$ cat src/rtl/tx_packet_builder.sv
// Transmit-side framer: arbitrates round-robin between N_CH response channels and
// serialises one packet at a time as PREFIX, HOST_ADDR, channel, LEN, payload, checksum.
module tx_packet_builder #(
   parameter int         N_CH      = 5,
   parameter logic [7:0] PREFIX    = 8'hDD,
   parameter logic [7:0] HOST_ADDR = 8'h01
) (
   input  logic              fpga_clk_48,
   input  logic              reset,
   input  logic [N_CH-1:0]   req_bus,
   input  logic [N_CH*8-1:0] len_bus,
   input  logic [N_CH*8-1:0] data_bus,
   input  logic [N_CH-1:0]   valid_bus,
   output logic [N_CH-1:0]   ready_bus,
   output logic [N_CH-1:0]   grant_bus,
   output logic [7:0]        tx_data,
   output logic              tx_valid,
   input  logic              tx_ready,
   output logic              busy
);

   localparam int SEL_W = (N_CH > 1) ? $clog2(N_CH) : 1;

   typedef enum logic [2:0] {
      S_IDLE, S_PREFIX, S_SRC, S_DST, S_LEN, S_PAYLOAD, S_CSUM
   } state_t;

   state_t            state_q, state_d;
   logic [SEL_W-1:0]  sel_q, sel_d;
   logic [SEL_W-1:0]  rr_q, rr_d;
   logic [7:0]        len_q, len_d;
   logic [7:0]        cnt_q, cnt_d;
   logic [7:0]        csum_q, csum_d;
   logic [N_CH-1:0]   grant_q, grant_d;

   logic              hit;
   int                scan_idx;
   logic [SEL_W-1:0]  pick;
   logic [7:0]        pick_len;
   logic [N_CH-1:0]   pick_onehot;
   logic [7:0]        pay_byte;
   logic              pay_valid;
   logic              pay_xfer;

   // Round-robin search starting one past the last granted channel.
   always_comb begin
      hit         = 1'b0;
      scan_idx    = 0;
      pick        = rr_q;
      pick_len    = '0;
      pick_onehot = '0;
      for (int k = 1; k <= N_CH; k++) begin
         scan_idx = (int'(rr_q) + k) % N_CH;
         if (!hit && req_bus[scan_idx]) begin
            hit                   = 1'b1;
            pick                  = SEL_W'(scan_idx);
            pick_len              = len_bus[8*scan_idx +: 8];
            pick_onehot[scan_idx] = 1'b1;
         end
      end
   end

   always_comb begin
      pay_byte  = '0;
      pay_valid = 1'b0;
      for (int i = 0; i < N_CH; i++) begin
         if (sel_q == SEL_W'(i)) begin
            pay_byte  = data_bus[8*i +: 8];
            pay_valid = valid_bus[i];
         end
      end
   end

   assign pay_xfer = (state_q == S_PAYLOAD) && pay_valid && tx_ready;

   always_ff @(posedge fpga_clk_48 or posedge reset) begin
      if (reset) begin
         state_q <= S_IDLE;
         sel_q   <= '0;
         rr_q    <= SEL_W'(N_CH - 1);
         len_q   <= '0;
         cnt_q   <= '0;
         csum_q  <= '0;
         grant_q <= '0;
      end else begin
         state_q <= state_d;
         sel_q   <= sel_d;
         rr_q    <= rr_d;
         len_q   <= len_d;
         cnt_q   <= cnt_d;
         csum_q  <= csum_d;
         grant_q <= grant_d;
      end
   end

   always_comb begin
      state_d = state_q;
      sel_d   = sel_q;
      rr_d    = rr_q;
      len_d   = len_q;
      cnt_d   = cnt_q;
      csum_d  = csum_q;
      grant_d = grant_q;
      case (state_q)
         S_IDLE: begin
            if (hit) begin
               state_d = S_PREFIX;
               sel_d   = pick;
               rr_d    = pick;
               len_d   = pick_len;
               grant_d = pick_onehot;
               cnt_d   = '0;
               csum_d  = '0;
            end
         end
         S_PREFIX: if (tx_ready) state_d = S_SRC;
         S_SRC:    if (tx_ready) state_d = S_DST;
         S_DST:    if (tx_ready) state_d = S_LEN;
         S_LEN:    if (tx_ready) state_d = (len_q == 8'd0) ? S_CSUM : S_PAYLOAD;
         S_PAYLOAD: begin
            if (pay_xfer) begin
               csum_d = csum_q + pay_byte;
               cnt_d  = cnt_q + 8'd1;
               if (cnt_q == len_q - 8'd1) state_d = S_CSUM;
            end
         end
         S_CSUM: begin
            if (tx_ready) begin
               state_d = S_IDLE;
               grant_d = '0;
            end
         end
         default: state_d = S_IDLE;
      endcase
   end

   // Header bytes come from registers; payload is a straight pass-through of the granted channel.
   always_comb begin
      tx_valid  = 1'b0;
      tx_data   = '0;
      ready_bus = '0;
      case (state_q)
         S_PREFIX: begin tx_valid = 1'b1; tx_data = PREFIX;    end
         S_SRC:    begin tx_valid = 1'b1; tx_data = HOST_ADDR; end
         S_DST:    begin tx_valid = 1'b1; tx_data = 8'(sel_q); end
         S_LEN:    begin tx_valid = 1'b1; tx_data = len_q;     end
         S_PAYLOAD: begin
            tx_valid  = pay_valid;
            tx_data   = pay_byte;
            ready_bus = grant_q & {N_CH{tx_ready}};
         end
         S_CSUM:   begin tx_valid = 1'b1; tx_data = csum_q;    end
         default: ;
      endcase
   end

   assign grant_bus = grant_q;
   assign busy      = (state_q != S_IDLE);

endmodule

$ cat config.mk
export PLATFORM = sky130hd
export DESIGN_NAME = tx_packet_builder
export DESIGN_NICKNAME = d
export VERILOG_FILES = /design/src/rtl/tx_packet_builder.sv
export SDC_FILE = /design/constraint.sdc
export NUM_CORES = 1
export LEC_CHECK = 0
export BUFFER_PORTS_ARGS = -buffer_cell sky130_fd_sc_hd__buf_2
export CORE_UTILIZATION = 30
export DETAILED_ROUTE_END_ITERATION = 7
export PLACE_DENSITY = 0.46
export SYNTH_ARGS = -nofsm -noshare
export SYNTH_HDL_FRONTEND = slang
export SYNTH_SLANG_ARGS = --single-unit
$ cat constraint.sdc
create_clock -name fpga_clk_48 -period 15.8 [get_ports fpga_clk_48]
set_input_delay 1.58 -clock fpga_clk_48 [delete_from_list [all_inputs] [get_ports fpga_clk_48]]
set_output_delay 1.58 -clock fpga_clk_48 [all_outputs]
set_load 0.02 [all_outputs]
# Word level (Yosys, flattened, before mapping)
# Index checks and enable logic that the tools add are counted.
# W data, S select, Z words.
# classes
add_sub_neg,8
div,5
magnitude_cmp,10
n_eq_ne,19
shift,5
n_mux,76
n_bitwise,5
reduce_logical,26
# ops
cell,count
$shiftx A40 B32 Y8,5
$ge A32 B1 Y1 const B,5
$lt A32 B5 Y1 const B,5
$mod A32 B4 Y32 const B,5
$mux W8,13
$pmux W8 S6,1
$mux W5,8
$mux W3,13
$pmux W8 S2,2
$mux W1,25
$pmux W3 S7,1
$or A5 B5 Y5,4
$bmux W1 S3,5
$demux W1 S3,5
$ne A2 B2 Y1 const B,7
$eq A3 B2 Y1 const B,4
$eq A3 B3 Y1 const B,4
$logic_and A1 B1 Y1,11
$pmux W5 S2,1
$add A3 B2 Y4 const B,2
$add A3 B3 Y4 const B,2
$add A8 B1 Y8 const B,1
$add A8 B8 Y8,1
$eq A8 B8 Y1,1
16 further kinds,23
# word_totals
register_bits,38
output_inout_bits,20
word_cells,161

# Longest topological paths before layout
# Gate-level depths: netlist (run 1).
# logic_depth
ltp_word,20
depth_mapped,24
mapped_depth_nobuf,19

# Worst setup path after synthesis (run 1)
# Ideal clock, no wire load.
# synth_timing
path_type,reg-to-reg
startpoint,register sel_q[0] (netlist name)
endpoint,register len_q[1]
setup_ns,0.128
arrival_ns,5.765
path_slack_ns,9.907
path_stages_with_launch,24
n_path_buf,6
period_less_slack_ns,5.893
path_cell_list,dfrtp_1 > buf_2 > inv_1 > buf_1 > clkbuf_1 > ha_1 > buf_1 > inv_1 > clkbuf_1 > ha_1 > nor2_1 > a21oi_1 > xnor2_1 > inv_1 > ha_1 > o22ai_1 > nor2_1 > a21oi_1 > buf_2 > mux2_2 > a222oi_1 > o22ai_1 > nor4_1 > o21ai_0
# synth_rtl
item,line,rtl
to (signal assigned),89,len_q <= len_d;
to (decl),31,"logic [7:0] len_q, len_d;"

==> run_summary.xml, run 1 <==
<?xml version="1.0" encoding="UTF-8"?>
<metrics>
  <group name="yosys">
    <metric name="synthesis.nets" unit="">1151</metric>
    <metric name="post_synth.cell_area_avg" unit="µm²">7.096</metric>
    <metric name="synthesis_stage_register_bit_count" unit="">36</metric>
    <metric name="synth_commonest_cells" unit="">134 x sky130_fd_sc_hd__nand2_1, 85 x sky130_fd_sc_hd__nor2_1, 81 x sky130_fd_sc_hd__a21oi_1</metric>
    <metric name="synth.area.top_cells" unit="">sky130_fd_sc_hd__dfrtp_1 12%, sky130_fd_sc_hd__mux2i_1 8.7%, sky130_fd_sc_hd__nand2_1 6.9%, sky130_fd_sc_hd__ha_1 6.4%, sky130_fd_sc_hd__a21oi_1 5.6%</metric>
    <metric name="synth_edf_count" unit="">0</metric>
    <metric name="share_of_flip_flops_with_an_asynchronous_set_or_reset_after_synthesis" unit="%">100.0</metric>
    <metric name="synthesis.yosys.warnings" unit="">0</metric>
    <metric name="ys_seq_area_share" unit="%">12.46</metric>
    <metric name="synth.lib_cells_used.distinct" unit="">82</metric>
    <metric name="syn_inst" unit="">1020</metric>
    <metric name="synth-main-ff-cell" unit="">sky130_fd_sc_hd__dfrtp_1</metric>
    <metric name="synth_most_common_cell" unit="">sky130_fd_sc_hd__nand2_1</metric>
    <metric name="post-synth-top-area-cell" unit="">sky130_fd_sc_hd__dfrtp_1</metric>
    <metric name="post_synth_instance_area" unit="µm²">7238</metric>
    <metric name="synth.top_cell.area_share" unit="%">12.10</metric>
  </group>
  <group name="critical_path">
    <metric name="crit_type" unit="">reg2reg</metric>
    <metric name="buffers_and_inverters_on_the_worst_path" unit="">4</metric>
    <metric name="worst_path_dominant_cell_family" unit="">compound AO/OA/AOI/OAI gates</metric>
    <metric name="cp_data_arrival_time" unit="ps">7330</metric>
    <metric name="critical_path.slowest_cell" unit="">sky130_fd_sc_hd__xnor2_2</metric>
    <metric name="worst_path_largest_cell_delay" unit="ps">750</metric>
    <metric name="critical_path.startpoint_type" unit="">flip-flop</metric>
    <metric name="ordered_list_of_cells_on_the_worst_path" unit="">inv_1 -&gt; ha_2 -&gt; buf_4 -&gt; inv_1 -&gt; ha_1 -&gt; or2_2 -&gt; o221ai_2 -&gt; nand3_1 -&gt; buf_4 -&gt; xnor2_2 -&gt; a221o_1 -&gt; o21a_1 -&gt; nand2_2 -&gt; o21ai_4 -&gt; nor3_1 -&gt; a211o_1</metric>
    <metric name="crit_path_max_fanout" unit="">53</metric>
    <metric name="critical_path.endpoint_type" unit="">flip-flop</metric>
    <metric name="worst-endpoint-required" unit="ps">15960</metric>
  </group>
  <group name="floorplanning">
    <metric name="core_area" unit="µm²">23540</metric>
    <metric name="design.portCount" unit="">113</metric>
    <metric name="floorplan.rows" unit="">56</metric>
    <metric name="die_height" unit="µm">157.3</metric>
    <metric name="design.die.area" unit="µm²">24750</metric>
    <metric name="floorplan.initialDensity" unit="%">30.75</metric>
    <metric name="die_width" unit="µm">157.3</metric>
  </group>
  <group name="cells_and_area">
    <metric name="finalInstanceArea" unit="µm²">8208</metric>
    <metric name="post_layout_nonfiller_instances" unit="">1410</metric>
    <metric name="antenna_cells_inserted" unit="">0</metric>
    <metric name="fin_nets" unit="">1221</metric>
    <metric name="share_of_cells_above_drive_strength_1" unit="%">17.51</metric>
    <metric name="areaGrowthSynthToFinish" unit="%">13.40</metric>
  </group>
  <group name="placement">
    <metric name="gpl.final_weighted_congestion" unit="">0.9036</metric>
    <metric name="placed_cells_incl_taps" unit="">1401</metric>
    <metric name="hpwl" unit="µm">20440</metric>
    <metric name="placement.io_buffers" unit="">112</metric>
    <metric name="place_area" unit="µm²">8051</metric>
  </group>
  <group name="timing">
    <metric name="max_slew_margin" unit="%">9.586</metric>
    <metric name="setup_viol" unit="">0</metric>
    <metric name="unrepaired_setup_endpoints_after_global_routing" unit="">no</metric>
    <metric name="maxSlewViolCount" unit="">0</metric>
    <metric name="worstMarginPinSlew" unit="ps">1344</metric>
    <metric name="fmax" unit="MHz">139.5</metric>
    <metric name="fin_worst_skew" unit="ps">3.910</metric>
    <metric name="timing.final.crit_period" unit="ps">7171</metric>
    <metric name="hold_violations" unit="">0</metric>
    <metric name="final.setup.tns" unit="ps">0</metric>
    <metric name="final_min_period_over_clock_period" unit="%">45.39</metric>
  </group>
  <group name="global_routing">
    <metric name="maximum_number_of_pins_on_one_net_before_global_route_repair" unit="">55</metric>
    <metric name="grt_antenna_before_repair" unit="">0</metric>
    <metric name="grt_pass1_wl" unit="µm">43080</metric>
    <metric name="gr-usage-all-layers" unit="%">22.12</metric>
    <metric name="first_global_vias" unit="">7509</metric>
    <metric name="global_route_congestion_overflow_total" unit="">0</metric>
  </group>
  <group name="drt">
    <metric name="vias" unit="">8232</metric>
    <metric name="wl_met1" unit="µm">13140</metric>
    <metric name="detailroute.wirelength.met2" unit="µm">12400</metric>
    <metric name="route.top_layer_used" unit="">met4</metric>
    <metric name="drt-vias-per-instance" unit="">5.838</metric>
    <metric name="ant_nets" unit="">0</metric>
    <metric name="wirelength_routed" unit="µm">27830</metric>
    <metric name="routedWlPerCell" unit="µm">19.74</metric>
    <metric name="residual_drc" unit="">0</metric>
    <metric name="detailedRoute.firstIterationViolations" unit="">741</metric>
    <metric name="drtPass1Iterations" unit="">8</metric>
    <metric name="wl_met3" unit="µm">1806</metric>
  </group>
  <group name="cts">
    <metric name="clk_latency" unit="ps">280</metric>
    <metric name="cts.sink_count" unit="">36</metric>
    <metric name="post_cts_resize_count" unit="">0</metric>
    <metric name="tritoncts.num_buffers" unit="">5</metric>
    <metric name="tritoncts" unit="">done</metric>
    <metric name="post_cts_buffers" unit="">0</metric>
    <metric name="cts_max_level" unit="">2</metric>
    <metric name="clk_pin_slew_worst_paths" unit="ps">60</metric>
    <metric name="postCtsHoldBufs" unit="">0</metric>
    <metric name="cts_max_path_buffers" unit="">2</metric>
    <metric name="cts-root-buf" unit="">sky130_fd_sc_hd__clkbuf_16</metric>
  </group>
  <group name="status">
    <metric name="outcome" unit="">complete, no violations</metric>
  </group>
  <group name="worst_hold_path">
    <metric name="min_path_type" unit="">reg2reg</metric>
  </group>
  <group name="job">
    <metric name="drv_cap" unit="">0</metric>
  </group>
</metrics>
==> path summary, 6_finish.rpt <==
| path | start | endpoint | slack [ps] | cells past startpoint |
|---|---|---|---|---|
| worst min register to register | csum_q[7] | csum_q[7] | 540 | 2 |
| max in group asynchronous | reset | sel_q[0] | 14020 | 3 |
| worst max-delay path | sel_q[1] | sel_q[0] | 8630 | 16 |
| worst min-delay path | csum_q[7] | csum_q[7] | 540 | 2 |
| worst max register to register | sel_q[1] | sel_q[0] | 8630 | 16 |
| min in group asynchronous | reset | state_q[0] | 1400 | 3 |
==> placed cells by master, fill, tap and decap left out, drive strengths merged, types with 5 or more instances in the layout <==
cell	count
ha	37
o21ai	63
mux2	17
nor2	85
dfrtp	35
xor2	10
a21o	9
o21bai	5
a32oi	19
inv	34
clkbuf	5
a2111oi	8
nor2b	26
buf	132
and3	11
a21oi	81
nor3	38
a31oi	17
nand2b	11
nor4	15
a211oi	17
or3	5
nand3	34
nand4	6
o211ai	6
o22ai	17
xnor2	25
a21boi	5
a221oi	6
a222oi	5
nand2	135
mux4	7
o21a	5
o31ai	7
mux2i	63
and2	11
a22oi	16
==> cell families (layout without fill, tap and decap cells) <==
family          Yosys count  in the layout  share of synthesized area, %
compound gates          326            326                         30.61
xor+xnor                 35             35                         4.806
fa+ha+maj                38             38                         6.672
buf+inv                 103            174                         5.929
flops                    36             36                         12.46
mux                      87             87                         13.59
simple gates            395            395                         25.93
==> registers in the layout, indices dropped and copies added (netlist names) <==
| register | count |
|---|---|
| grant_bus | 5 |
| cnt_q | 8 |
| state_q | 3 |
| len_q | 8 |
| rr_q | 1 |
| csum_q | 8 |
| sel_q | 3 |
==> per-stage QoR <==
stage	util [%]	worst slack, ps	hold WS [ps]
floorplan	-	9907	478.2
global placement	34.20	8623	529.5
detailed placement	34.20	8700	526.1
CTS	34.83	8671	539.6
global route	34.86	8163	576.2
finish	34.86	8629	537.7
==> worst reg2reg max path: cells and delay by family, from the launching register on <==
| kind | cells | cell delay (ps) |
|---|---|---|
| xor gates and xnor gates | 1 | 760 |
| buffers and inverters | 4 | 1690 |
| DFF | 1 | 690 |
| AOI/OAI and AO/OA | 5 | 2240 |
| adders and majority gates | 2 | 880 |
| and+or+nand+nor | 4 | 810 |
==> metal layers <==
layer	track usage, %	vias up
met1	31.65	3904
met3	2.010	30
met2	35.69	350
li1	-	3948
met5	0	-
met4	4.716	0
==> area by class of cell <==
type	instances	area, µm²
clock buffers	5	125.1
clock inverters	3	23.77
fillers	2606	15330
inverters	34	127.6
multi-input cells	881	5918
flip-flops and latches	36	903.4
well taps	319	399.1
repair buffers	132	710.7
Power of run 1 is not shown: default switching activity piles up to over one toggle a cycle in this logic, so the estimate is an artifact.
==> run 2, diff against run 1 <==
==> constraint.sdc (replaced) <==
create_clock -name fpga_clk_48 -period 6.8 [get_ports fpga_clk_48]
set_input_delay 0.68 -clock fpga_clk_48 [delete_from_list [all_inputs] [get_ports fpga_clk_48]]
set_output_delay 0.68 -clock fpga_clk_48 [all_outputs]
set_load 0.02 [all_outputs]
==> run_summary.xml, run 2 (synthesis results as in run 1) <==
<?xml version="1.0" encoding="UTF-8"?>
<metrics>
  <group name="global_routing">
    <metric name="maximum_number_of_pins_on_one_net_before_global_route_repair" unit="">49</metric>
    <metric name="grt_util_met2" unit="%">38.14</metric>
    <metric name="first_global_vias" unit="">7699</metric>
    <metric name="grt_use_met1" unit="%">31.29</metric>
    <metric name="gr-usage-all-layers" unit="%">22.82</metric>
    <metric name="grt_antenna_before_repair" unit="">0</metric>
    <metric name="global_route_congestion_overflow_total" unit="">0</metric>
    <metric name="grt_pass1_wl" unit="µm">44060</metric>
    <metric name="global_route.usage.met3" unit="%">2.313</metric>
    <metric name="globalRoute.busiestLayer" unit="">met2</metric>
  </group>
  <group name="critical_path">
    <metric name="critical_path.endpoint_type" unit="">flip-flop</metric>
    <metric name="critical_path.startpoint_type" unit="">flip-flop</metric>
    <metric name="worst_path_largest_cell_delay" unit="ps">860</metric>
    <metric name="crit_type" unit="">reg2reg</metric>
    <metric name="buffers_and_inverters_on_the_worst_path" unit="">3</metric>
    <metric name="worst_path_dominant_cell_family" unit="">XOR/XNOR gates</metric>
    <metric name="cp_data_arrival_time" unit="ps">6120</metric>
    <metric name="worst-endpoint-required" unit="ps">6960</metric>
    <metric name="ordered_list_of_cells_on_the_worst_path" unit="">inv_1 -&gt; ha_1 -&gt; xnor2_2 -&gt; inv_1 -&gt; ha_1 -&gt; nor2_1 -&gt; a21oi_1 -&gt; xnor2_1 -&gt; inv_1 -&gt; ha_1 -&gt; o22ai_1 -&gt; nor2_1 -&gt; xnor2_1 -&gt; nor2_1 -&gt; a222oi_1 -&gt; o22ai_1 -&gt; nor4_1 -&gt; o21ai_0</metric>
    <metric name="crit_path_max_fanout" unit="">12</metric>
    <metric name="critical_path.slowest_cell" unit="">sky130_fd_sc_hd__xnor2_1</metric>
  </group>
  <group name="cells_and_area">
    <metric name="largest_registers" unit="">cnt_q x8, csum_q x8, len_q x8</metric>
    <metric name="share_of_cells_above_drive_strength_1" unit="%">18.40</metric>
    <metric name="commonest_non_fill_non_tap_cell_in_the_layout" unit="">sky130_fd_sc_hd__nand2_1</metric>
    <metric name="fin_nets" unit="">1233</metric>
    <metric name="final_cell_mix" unit="">134 x sky130_fd_sc_hd__nand2_1, 112 x sky130_fd_sc_hd__buf_2, 85 x sky130_fd_sc_hd__nor2_1</metric>
    <metric name="areaGrowthSynthToFinish" unit="%">14.57</metric>
    <metric name="antenna_cells_inserted" unit="">0</metric>
  </group>
  <group name="placement">
    <metric name="hpwl" unit="µm">20970</metric>
    <metric name="placement.io_buffers" unit="">112</metric>
    <metric name="gpl.final_weighted_congestion" unit="">0.9184</metric>
  </group>
  <group name="cts">
    <metric name="tritoncts" unit="">done</metric>
    <metric name="tritoncts.num_buffers" unit="">5</metric>
    <metric name="cts_max_path_buffers" unit="">2</metric>
    <metric name="clk_latency" unit="ps">290</metric>
    <metric name="post_cts_buffers" unit="">0</metric>
    <metric name="cts.sink_count" unit="">36</metric>
    <metric name="cts-root-buf" unit="">sky130_fd_sc_hd__clkbuf_16</metric>
    <metric name="cts_max_level" unit="">2</metric>
    <metric name="clk_pin_slew_worst_paths" unit="ps">60</metric>
    <metric name="post_cts_resize_count" unit="">0</metric>
    <metric name="postCtsHoldBufs" unit="">0</metric>
  </group>
  <group name="status">
    <metric name="outcome" unit="">complete, no violations</metric>
  </group>
  <group name="floorplanning">
    <metric name="die_width" unit="µm">157.3</metric>
    <metric name="core_area" unit="µm²">23540</metric>
    <metric name="floorplan.rows" unit="">56</metric>
    <metric name="design.portCount" unit="">113</metric>
    <metric name="die_height" unit="µm">157.3</metric>
    <metric name="design.die.area" unit="µm²">24750</metric>
    <metric name="floorplan.initialDensity" unit="%">30.75</metric>
  </group>
  <group name="drt">
    <metric name="ant_nets" unit="">0</metric>
    <metric name="drtPass1Iterations" unit="">7</metric>
    <metric name="wirelength_routed" unit="µm">28240</metric>
    <metric name="vias" unit="">8217</metric>
    <metric name="routedWlPerCell" unit="µm">19.86</metric>
    <metric name="residual_drc" unit="">0</metric>
    <metric name="drt-vias-per-instance" unit="">5.778</metric>
    <metric name="detailedRoute.firstIterationViolations" unit="">661</metric>
  </group>
  <group name="timing">
    <metric name="final.setup.tns" unit="ps">0</metric>
    <metric name="maxSlewViolCount" unit="">0</metric>
    <metric name="timing.final.crit_period" unit="ps">5954</metric>
    <metric name="unrepaired_setup_endpoints_after_global_routing" unit="">no</metric>
    <metric name="setup_viol" unit="">0</metric>
    <metric name="final_min_period_over_clock_period" unit="%">87.56</metric>
    <metric name="fin_worst_skew" unit="ps">4.217</metric>
    <metric name="fmax" unit="MHz">168.0</metric>
    <metric name="worstMarginPinSlew" unit="ps">1217</metric>
    <metric name="max_slew_margin" unit="%">17.28</metric>
    <metric name="hold_violations" unit="">0</metric>
  </group>
  <group name="worst_hold_path">
    <metric name="min_path_type" unit="">in2async</metric>
  </group>
  <group name="job">
    <metric name="drv_cap" unit="">0</metric>
  </group>
</metrics>
-- run 2: cell types whose count changed in the layout (fill, tap and decap cells not counted) --
cell,before,now
sky130_fd_sc_hd__clkinvlp_4,2,0
sky130_fd_sc_hd__buf_4,20,32
sky130_fd_sc_hd__clkinv_2,0,2
-- run 2: cell type report --
cell class,instances,area [µm²]
fill,2609,15250
multi-input combinational,881,5918
sequential,36,903.4
timing repair buffer,144,800.8
tap,319,399.1
inverter,34,127.6
clock buffer,5,125.1
clock inverter,3,18.77
-- run 2: path summary, 6_finish.rpt --
path | startpoint | slack, ps | cells after the start | end
hold reg to reg | csum_q[6] | 540 | 2 | csum_q[6]
setup reg to reg | sel_q[1] | 850 | 18 | len_q[4]
max in group asynchronous | reset | 5910 | 3 | sel_q[0]
hold / removal | reset | 500 | 3 | cnt_q[0]
min in group fpga_clk_48 | csum_q[6] | 540 | 2 | csum_q[6]
setup / recovery | sel_q[1] | 850 | 18 | len_q[4]
-- run 2: per-stage QoR --
step | hold slack (ps) | std cells | setup WS [ps] | instance area [µm²] | utilization (%)
6_report | 498.9 | 1422 | 846.1 | 8293 | 35.23
5_1_grt | 549.5 | 1422 | 398.9 | 8293 | 35.23
4_1_cts | 528.3 | 1422 | 994.9 | 8293 | 35.23
3_5_place_dp | 520.1 | 1414 | 1032 | 8149 | 34.61
3_3_place_gp | 520.2 | 1414 | 1155 | 8149 | 34.61
2_1_floorplan | 478.2 | 1020 | 906.8 | 7238 | -
-- run 2: layer usage --
metal | vias to the layer above | wire (µm) | share of wire (%)
met2 | 356 | 12820 | 45
met5 | - | 0 | 0
met4 | 0 | 533 | 1.9
li1 | 3968 | - | -
met3 | 40 | 1984 | 7.0
met1 | 3853 | 12900 | 46
-- run 2: worst reg2reg max path: cells and delay by family (launching register included) --
kind | cells | cell delay [ps]
compound gates | 5 | 1150
xor+xnor | 3 | 1500
fa+ha+maj | 3 | 860
buf+inv | 3 | 630
flops | 1 | 620
simple gates | 4 | 1070
Power of run 2 is left out for the same reason.
